--- src/rtl/dfx_axil_reg_responder.sv ---
// AXI4-Lite register responder for the DFX partition slave port: ID, MCU control/status,
// decode-error counter and a scratch bank; unmapped offsets complete with DECERR.
module dfx_axil_reg_responder #(
    parameter int          NUM_SCRATCH  = 4,
    parameter int          WINDOW_BITS  = 12,
    parameter logic [31:0] ID_VALUE     = 32'hDF00_0001,
    parameter logic [31:0] CTRL_RESET   = 32'h0,
    parameter int          ERRCNT_WIDTH = 16
) (
    input  logic        AxiBusClock,
    input  logic        xAxiBusReset,
    input  logic [31:0] xPcieToDfx_AXI_awaddr,
    input  logic [2:0]  xPcieToDfx_AXI_awprot,
    input  logic        xPcieToDfx_AXI_awvalid,
    output logic        xPcieToDfx_AXI_awready,
    input  logic [31:0] xPcieToDfx_AXI_wdata,
    input  logic [3:0]  xPcieToDfx_AXI_wstrb,
    input  logic        xPcieToDfx_AXI_wvalid,
    output logic        xPcieToDfx_AXI_wready,
    output logic [1:0]  xPcieToDfx_AXI_bresp,
    output logic        xPcieToDfx_AXI_bvalid,
    input  logic        xPcieToDfx_AXI_bready,
    input  logic [31:0] xPcieToDfx_AXI_araddr,
    input  logic [2:0]  xPcieToDfx_AXI_arprot,
    input  logic        xPcieToDfx_AXI_arvalid,
    output logic        xPcieToDfx_AXI_arready,
    output logic [31:0] xPcieToDfx_AXI_rdata,
    output logic [1:0]  xPcieToDfx_AXI_rresp,
    output logic        xPcieToDfx_AXI_rvalid,
    input  logic        xPcieToDfx_AXI_rready,
    output logic [31:0] sMcuInputControl,
    input  logic [31:0] sMcuOutputControl
);

    localparam logic [1:0]              RESP_OKAY   = 2'b00;
    localparam logic [1:0]              RESP_DECERR = 2'b11;
    localparam logic [ERRCNT_WIDTH-1:0] ERRCNT_MAX  = '1;
    localparam logic [31:0]             WORD_LIMIT  = 32'(NUM_SCRATCH) + 32'd4;

    logic                    aw_held, w_held;
    logic [31:0]             aw_addr_q, w_data_q;
    logic [3:0]              w_strb_q;
    logic                    bvalid, rvalid;
    logic [1:0]              bresp, rresp;
    logic [31:0]             rdata;
    logic [31:0]             ctrl;
    logic [31:0]             scratch [NUM_SCRATCH];
    logic [ERRCNT_WIDTH-1:0] errcnt;

    logic        aw_hs, w_hs, wr_fire, ar_hs;
    logic [31:0] wr_addr, wr_data, wr_word, rd_word;
    logic [3:0]  wr_strb;
    logic        wr_hit, rd_hit, errcnt_clear;
    logic [1:0]  err_inc;
    logic [31:0] rd_value;
    logic        unused_bits;

    function automatic logic [31:0] word_index(input logic [31:0] addr);
        logic [WINDOW_BITS-1:0] off;
        off = addr[WINDOW_BITS-1:0];
        return 32'(off >> 2);
    endfunction

    function automatic logic [31:0] byte_merge(input logic [31:0] old_val,
                                               input logic [31:0] new_val,
                                               input logic [3:0]  strb);
        logic [31:0] res;
        res = old_val;
        for (int b = 0; b < 4; b++) begin
            if (strb[b]) res[8*b +: 8] = new_val[8*b +: 8];
        end
        return res;
    endfunction

    function automatic logic [ERRCNT_WIDTH-1:0] sat_add(input logic [ERRCNT_WIDTH-1:0] cnt,
                                                        input logic [1:0] inc);
        logic [ERRCNT_WIDTH+1:0] sum;
        sum = {2'b00, cnt} + {{ERRCNT_WIDTH{1'b0}}, inc};
        if (sum > {2'b00, ERRCNT_MAX}) return ERRCNT_MAX;
        return sum[ERRCNT_WIDTH-1:0];
    endfunction

    assign unused_bits = ^{xPcieToDfx_AXI_awprot, xPcieToDfx_AXI_arprot,
                           xPcieToDfx_AXI_awaddr, xPcieToDfx_AXI_araddr};

    assign xPcieToDfx_AXI_awready = !aw_held && !bvalid;
    assign xPcieToDfx_AXI_wready  = !w_held && !bvalid;
    assign xPcieToDfx_AXI_arready = !rvalid;
    assign xPcieToDfx_AXI_bvalid  = bvalid;
    assign xPcieToDfx_AXI_bresp   = bresp;
    assign xPcieToDfx_AXI_rvalid  = rvalid;
    assign xPcieToDfx_AXI_rresp   = rresp;
    assign xPcieToDfx_AXI_rdata   = rdata;
    assign sMcuInputControl       = ctrl;

    assign aw_hs = xPcieToDfx_AXI_awvalid && xPcieToDfx_AXI_awready;
    assign w_hs  = xPcieToDfx_AXI_wvalid && xPcieToDfx_AXI_wready;
    assign ar_hs = xPcieToDfx_AXI_arvalid && xPcieToDfx_AXI_arready;

    // A write commits in the cycle where both halves are available, held or arriving now.
    assign wr_fire = (aw_held || aw_hs) && (w_held || w_hs);
    assign wr_addr = aw_held ? aw_addr_q : xPcieToDfx_AXI_awaddr;
    assign wr_data = w_held ? w_data_q : xPcieToDfx_AXI_wdata;
    assign wr_strb = w_held ? w_strb_q : xPcieToDfx_AXI_wstrb;
    assign wr_word = word_index(wr_addr);
    assign rd_word = word_index(xPcieToDfx_AXI_araddr);
    assign wr_hit  = wr_word < WORD_LIMIT;

    assign errcnt_clear = wr_fire && (wr_word == 32'd3) && (|wr_strb);
    assign err_inc      = {1'b0, wr_fire && !wr_hit} + {1'b0, ar_hs && !rd_hit};

    always_comb begin
        rd_value = '0;
        rd_hit   = 1'b1;
        case (rd_word)
            32'd0:   rd_value = ID_VALUE;
            32'd1:   rd_value = ctrl;
            32'd2:   rd_value = sMcuOutputControl;
            32'd3:   rd_value[ERRCNT_WIDTH-1:0] = errcnt;
            default: begin
                rd_hit = 1'b0;
                for (int i = 0; i < NUM_SCRATCH; i++) begin
                    if (rd_word == 32'(i) + 32'd4) begin
                        rd_value = scratch[i];
                        rd_hit   = 1'b1;
                    end
                end
            end
        endcase
    end

    always_ff @(posedge AxiBusClock) begin
        if (xAxiBusReset) begin
            aw_held <= 1'b0;
            w_held  <= 1'b0;
            bvalid  <= 1'b0;
            bresp   <= RESP_OKAY;
            rvalid  <= 1'b0;
            rresp   <= RESP_OKAY;
            rdata   <= '0;
            ctrl    <= CTRL_RESET;
            errcnt  <= '0;
            for (int i = 0; i < NUM_SCRATCH; i++) scratch[i] <= '0;
        end else begin
            if (wr_fire) begin
                aw_held <= 1'b0;
                w_held  <= 1'b0;
                bvalid  <= 1'b1;
                bresp   <= wr_hit ? RESP_OKAY : RESP_DECERR;
            end else begin
                if (aw_hs) aw_held <= 1'b1;
                if (w_hs) w_held <= 1'b1;
                if (bvalid && xPcieToDfx_AXI_bready) bvalid <= 1'b0;
            end

            if (wr_fire && wr_word == 32'd1) ctrl <= byte_merge(ctrl, wr_data, wr_strb);
            for (int i = 0; i < NUM_SCRATCH; i++) begin
                if (wr_fire && wr_word == 32'(i) + 32'd4)
                    scratch[i] <= byte_merge(scratch[i], wr_data, wr_strb);
            end

            if (errcnt_clear) errcnt <= '0;
            else errcnt <= sat_add(errcnt, err_inc);

            // Read value comes from pre-write state, so a same-edge write is not visible.
            if (ar_hs) begin
                rvalid <= 1'b1;
                rdata  <= rd_value;
                rresp  <= rd_hit ? RESP_OKAY : RESP_DECERR;
            end else if (rvalid && xPcieToDfx_AXI_rready) begin
                rvalid <= 1'b0;
            end
        end
    end

    always_ff @(posedge AxiBusClock) begin
        if (aw_hs) aw_addr_q <= xPcieToDfx_AXI_awaddr;
        if (w_hs) begin
            w_data_q <= xPcieToDfx_AXI_wdata;
            w_strb_q <= xPcieToDfx_AXI_wstrb;
        end
    end

endmodule

--- config.mk ---
export PLATFORM = sky130hd
export DESIGN_NAME = dfx_axil_reg_responder
export DESIGN_NICKNAME = d
export VERILOG_FILES = /design/src/rtl/dfx_axil_reg_responder.sv
export SDC_FILE = /design/constraint.sdc
export NUM_CORES = 1
export LEC_CHECK = 0
export ABC_AREA = 1
export CORE_MARGIN = 5
export CORE_UTILIZATION = 45
export DETAILED_ROUTE_END_ITERATION = 8
export GPL_TIMING_DRIVEN = 0
export PLACE_DENSITY = 0.76
export SLEW_MARGIN = 20
export SYNTH_ARGS = -nofsm -noshare
export SYNTH_HDL_FRONTEND = slang
export SYNTH_SLANG_ARGS = --single-unit
--- constraint.sdc ---
create_clock -name AxiBusClock -period 7.4 [get_ports AxiBusClock]
set_input_delay 0.74 -clock AxiBusClock [delete_from_list [all_inputs] [get_ports AxiBusClock]]
set_output_delay 0.74 -clock AxiBusClock [all_outputs]
set_load 0.005 [all_outputs]
==> reports/qor.csv <==
metric,value,unit
summed area of non-filler cells in the final layout,15000,um^2
final HPWL from detailed placement,26600,um
max_cap viols,0,
most common cell in the netlist,sky130_fd_sc_hd__nor2_1,
kind of path behind the tightest hold check,reg -> reg,
TritonCTS sink count,260,
result of the run,"finished, final reports clean",
width of the die,173,um
final worst path period need,4.32,ns
Internal Pwr Total,2.53,mW
Logic pwr share,11.2,%
r2r setup slk,3.61,ns
total wire length after detailed routing,34000,um
maximum vdd drop,0.000159,V
first-pass detailed-route iteration total,6,
RSZ-0062 raised after global routing,false,
total standard cell area after synthesis,12000,um^2
fill count,2236,
final weighted congestion of routability-driven global placement,0.948,
Post-synth ARST share,0,%
worst endpoint data arrival time,4.71,ns
power per standard cell area,225,nW/um^2
fraction of final layout cells sized beyond drive strength 1,6.07,%
Syn-to-layout area delta,25.1,%
clock latency on the worst-skew pair,0.54,ns
vias after detailed routing,10100,
wire length of the first global-routing pass,53200,um
endpoint type of the worst setup path,register,
final max-slew violation count,0,
largest net degree at the start of global routing,16,
"Gates resized, CTS repair",0,
cell with the most instances on the worst path,sky130_fd_sc_hd__nand2_1,
Total Negative Setup Slacks,0,ns
starting density of the core,45.9,%
Clk network pwr share,40.0,%
average detailed-routed wire length per instance,17.9,um
remaining design rule violation count,0,
P_sw,0.845,mW
final setup violating endpoints,0,
Seq cells post-synth,260,
"Req. time, crit path",7.79,ns
Worst slew margin,28.1,%
number of hold violations in the final report,0,
clock skew,0.0135,ns
kind of start point of the critical path,primary input,
standard-cell row count,59,
most frequent cells after synthesis,"sky130_fd_sc_hd__nor2_1 (289), sky130_fd_sc_hd__nand2_1 (229), sky130_fd_sc_hd__edfxtp_1 (174)",
yosys warns,0,
clk buf depth,3,
delay of the slowest critical-path stage,0.44,ns
number of buffers inserted during clock tree synthesis,28,
Die H,173,um
top-level port count,218,
share of total power consumed by net switching,25.0,%
final net count,1691,
clock root buffer,sky130_fd_sc_hd__clkbuf_16,
sequential cell area fraction in the yosys report,57.9,%
Avg Vias per Cell,5.32,
antenna-violating nets left,0,
sequential fraction of design power,48.8,%
Max Fclk,0.232,GHz
maximum fanout count along the critical path,10,
total congestion overflow,0,
ys flop type,sky130_fd_sc_hd__edfxtp_1,
first-iteration detailed-routing DRC count,1067,
I/O Buffers,166,
# H-tree levels,1,
"Hold-fix buffers, CTS",0,
cell accounting for the most synthesized area,sky130_fd_sc_hd__edfxtp_1,
CTS tree,yes,
vias in the first global route,9702,
post-place instance area,14100,um^2
number of different library cells in the post-synthesis netlist,38,
total die area,30000,um^2
CTS clock-pin slew for the worst setup and hold paths,0.06,ns
share of Yosys cell area claimed by the top area cell type,43.6,%
area of the core,26100,um^2
post-route clock period utilization,58.4,%
Avg Synthesized Cell Area,8.91,um^2
number of enable-type register cells in the synthesized netlist,174,
antenna cells,0,
worst-path cell chain,"clkdlybuf4s50_1, nor2_2, nand2_1, nor3_2, inv_1, clkbuf_1, nand2_1, nor2_1, nand3_1, inv_1, fa_1, ha_1, nand3_1, nor3_1, nand2_1, nor2_1, nand2_1, clkbuf_1, a21oi_1",
critical path type,in -> reg,
initial antenna violation count,0,
Tightest Pin Transition,1.07,ns
standby leakage power,5.84,nW
slowest stage cell on the critical path,sky130_fd_sc_hd__nor3_2,
post-CTS repair timing setup buffer count,0,
aggregate global-route resource usage,21.9,%
cell types with the largest area share after synthesis,"sky130_fd_sc_hd__edfxtp_1 (44%), sky130_fd_sc_hd__dfxtp_1 (14%), sky130_fd_sc_hd__nor2_1 (9.0%)",
post-synthesis net count,1493,
total power,3.38,mW
instance count of the mapped netlist,1346,
[layer usage]
metal  vias to the layer above  routed length (um)  GRT usage (%)
met5                         -                   0              0
met4                         0                 682           5.32
met3                        57                3620           5.65
met2                       535               15500           35.5
met1                      4652               14200           29.8
li1                       4878                   -              -
[flip-flops by register name (all words and copies together), names as in the netlist, 4 cells and up]
register,cells
sMcuInputControl,32
aw_addr_q,10
w_data_q,32
errcnt,16
xPcieToDfx_AXI_rdata,32
w_strb_q,4
scratch,128
[path summary, 6_finish.rpt]
check	start	endpoint	cells after the start
worst min register to register	xPcieToDfx_AXI_rdata[3]	xPcieToDfx_AXI_rdata[3]	2
worst max-delay path	xPcieToDfx_AXI_araddr[11]	errcnt[5]	19
worst min-delay path	xPcieToDfx_AXI_rdata[3]	xPcieToDfx_AXI_rdata[3]	2
worst max register to register	aw_held	errcnt[5]	15
[cell usage in the layout, fill, tap and decap left out, types with 6 or more instances in the layout]
cell type / instances
sky130_fd_sc_hd__nor2_1: 289
sky130_fd_sc_hd__o211ai_1: 6
sky130_fd_sc_hd__mux2i_1: 32
sky130_fd_sc_hd__o21ai_0: 32
sky130_fd_sc_hd__dfxtp_1: 86
sky130_fd_sc_hd__nand3_1: 155
sky130_fd_sc_hd__inv_1: 115
sky130_fd_sc_hd__clkbuf_1: 39
sky130_fd_sc_hd__nand2_1: 229
sky130_fd_sc_hd__xor2_1: 8
sky130_fd_sc_hd__buf_4: 6
sky130_fd_sc_hd__clkinv_1: 8
sky130_fd_sc_hd__nand4_1: 38
sky130_fd_sc_hd__buf_2: 23
sky130_fd_sc_hd__clkbuf_16: 30
sky130_fd_sc_hd__buf_1: 7
sky130_fd_sc_hd__nor3_1: 6
sky130_fd_sc_hd__edfxtp_1: 174
sky130_fd_sc_hd__o21ai_1: 16
sky130_fd_sc_hd__clkdlybuf4s50_1: 166
sky130_fd_sc_hd__a21oi_1: 53
[worst max-delay path: cells and delay by family]
family                     cells  cell delay, ns
adders and majority gates      2            0.63
buffers and inverters          5            1.35
and+or+nand+nor               11            1.84
AOI/OAI and AO/OA              1            0.13
[final cells by class]
| type | instances | area, um^2 | share of cell area (%) |
|---|---|---|---|
| clock inverters | 14 | 110 | 0.734 |
| clock buffers | 38 | 781 | 5.21 |
| flip-flops and latches | 260 | 6950 | 46.3 |
| repair buffers | 168 | 1690 | 11.3 |
| plain buffers | 70 | 337 | 2.25 |
| multi-input cells | 892 | 4250 | 28.3 |
| well taps | 335 | 419 | 2.80 |
| inverters | 124 | 465 | 3.10 |
[logic make-up (layout without fill, tap and decap cells)]
family                     after synthesis  count (layout)  synth area share [%]
AOI/OAI and AO/OA                      112             112                  4.96
muxes                                   32              32                  2.67
adders and majority gates                2               2                 0.271
buffers and inverters                  194             414                  6.69
xor gates and xnor gates                11              11                 0.804
and+or+nand+nor                        735             735                  26.7
DFF                                    260             260                  57.9
[stage by stage]
stage	setup slack [ns]	std cells	util [%]	hold slack, ns
final	3.08	1901	57.4	0.467
after global routing	2.76	1901	57.4	0.487
after CTS	3.17	1901	57.4	0.463
after detailed placement	2.64	1849	54.0	0.454
after global placement	1.47	1847	53.8	0.452
after floorplan	3.10	1346	-	0.462
[power groups by stage]
stage | logic [mW] | clock network [mW] | registers, mW
after floorplan | 0.198 | 0 | 1.67
after global placement | 0.362 | 0 | 1.68
after detailed placement | 0.374 | 0 | 1.68
after CTS | 0.376 | 1.36 | 1.65
after global routing | 0.412 | 1.42 | 1.65
final | 0.380 | 1.35 | 1.65
Note: power is estimated with default switching activity, not from simulation.
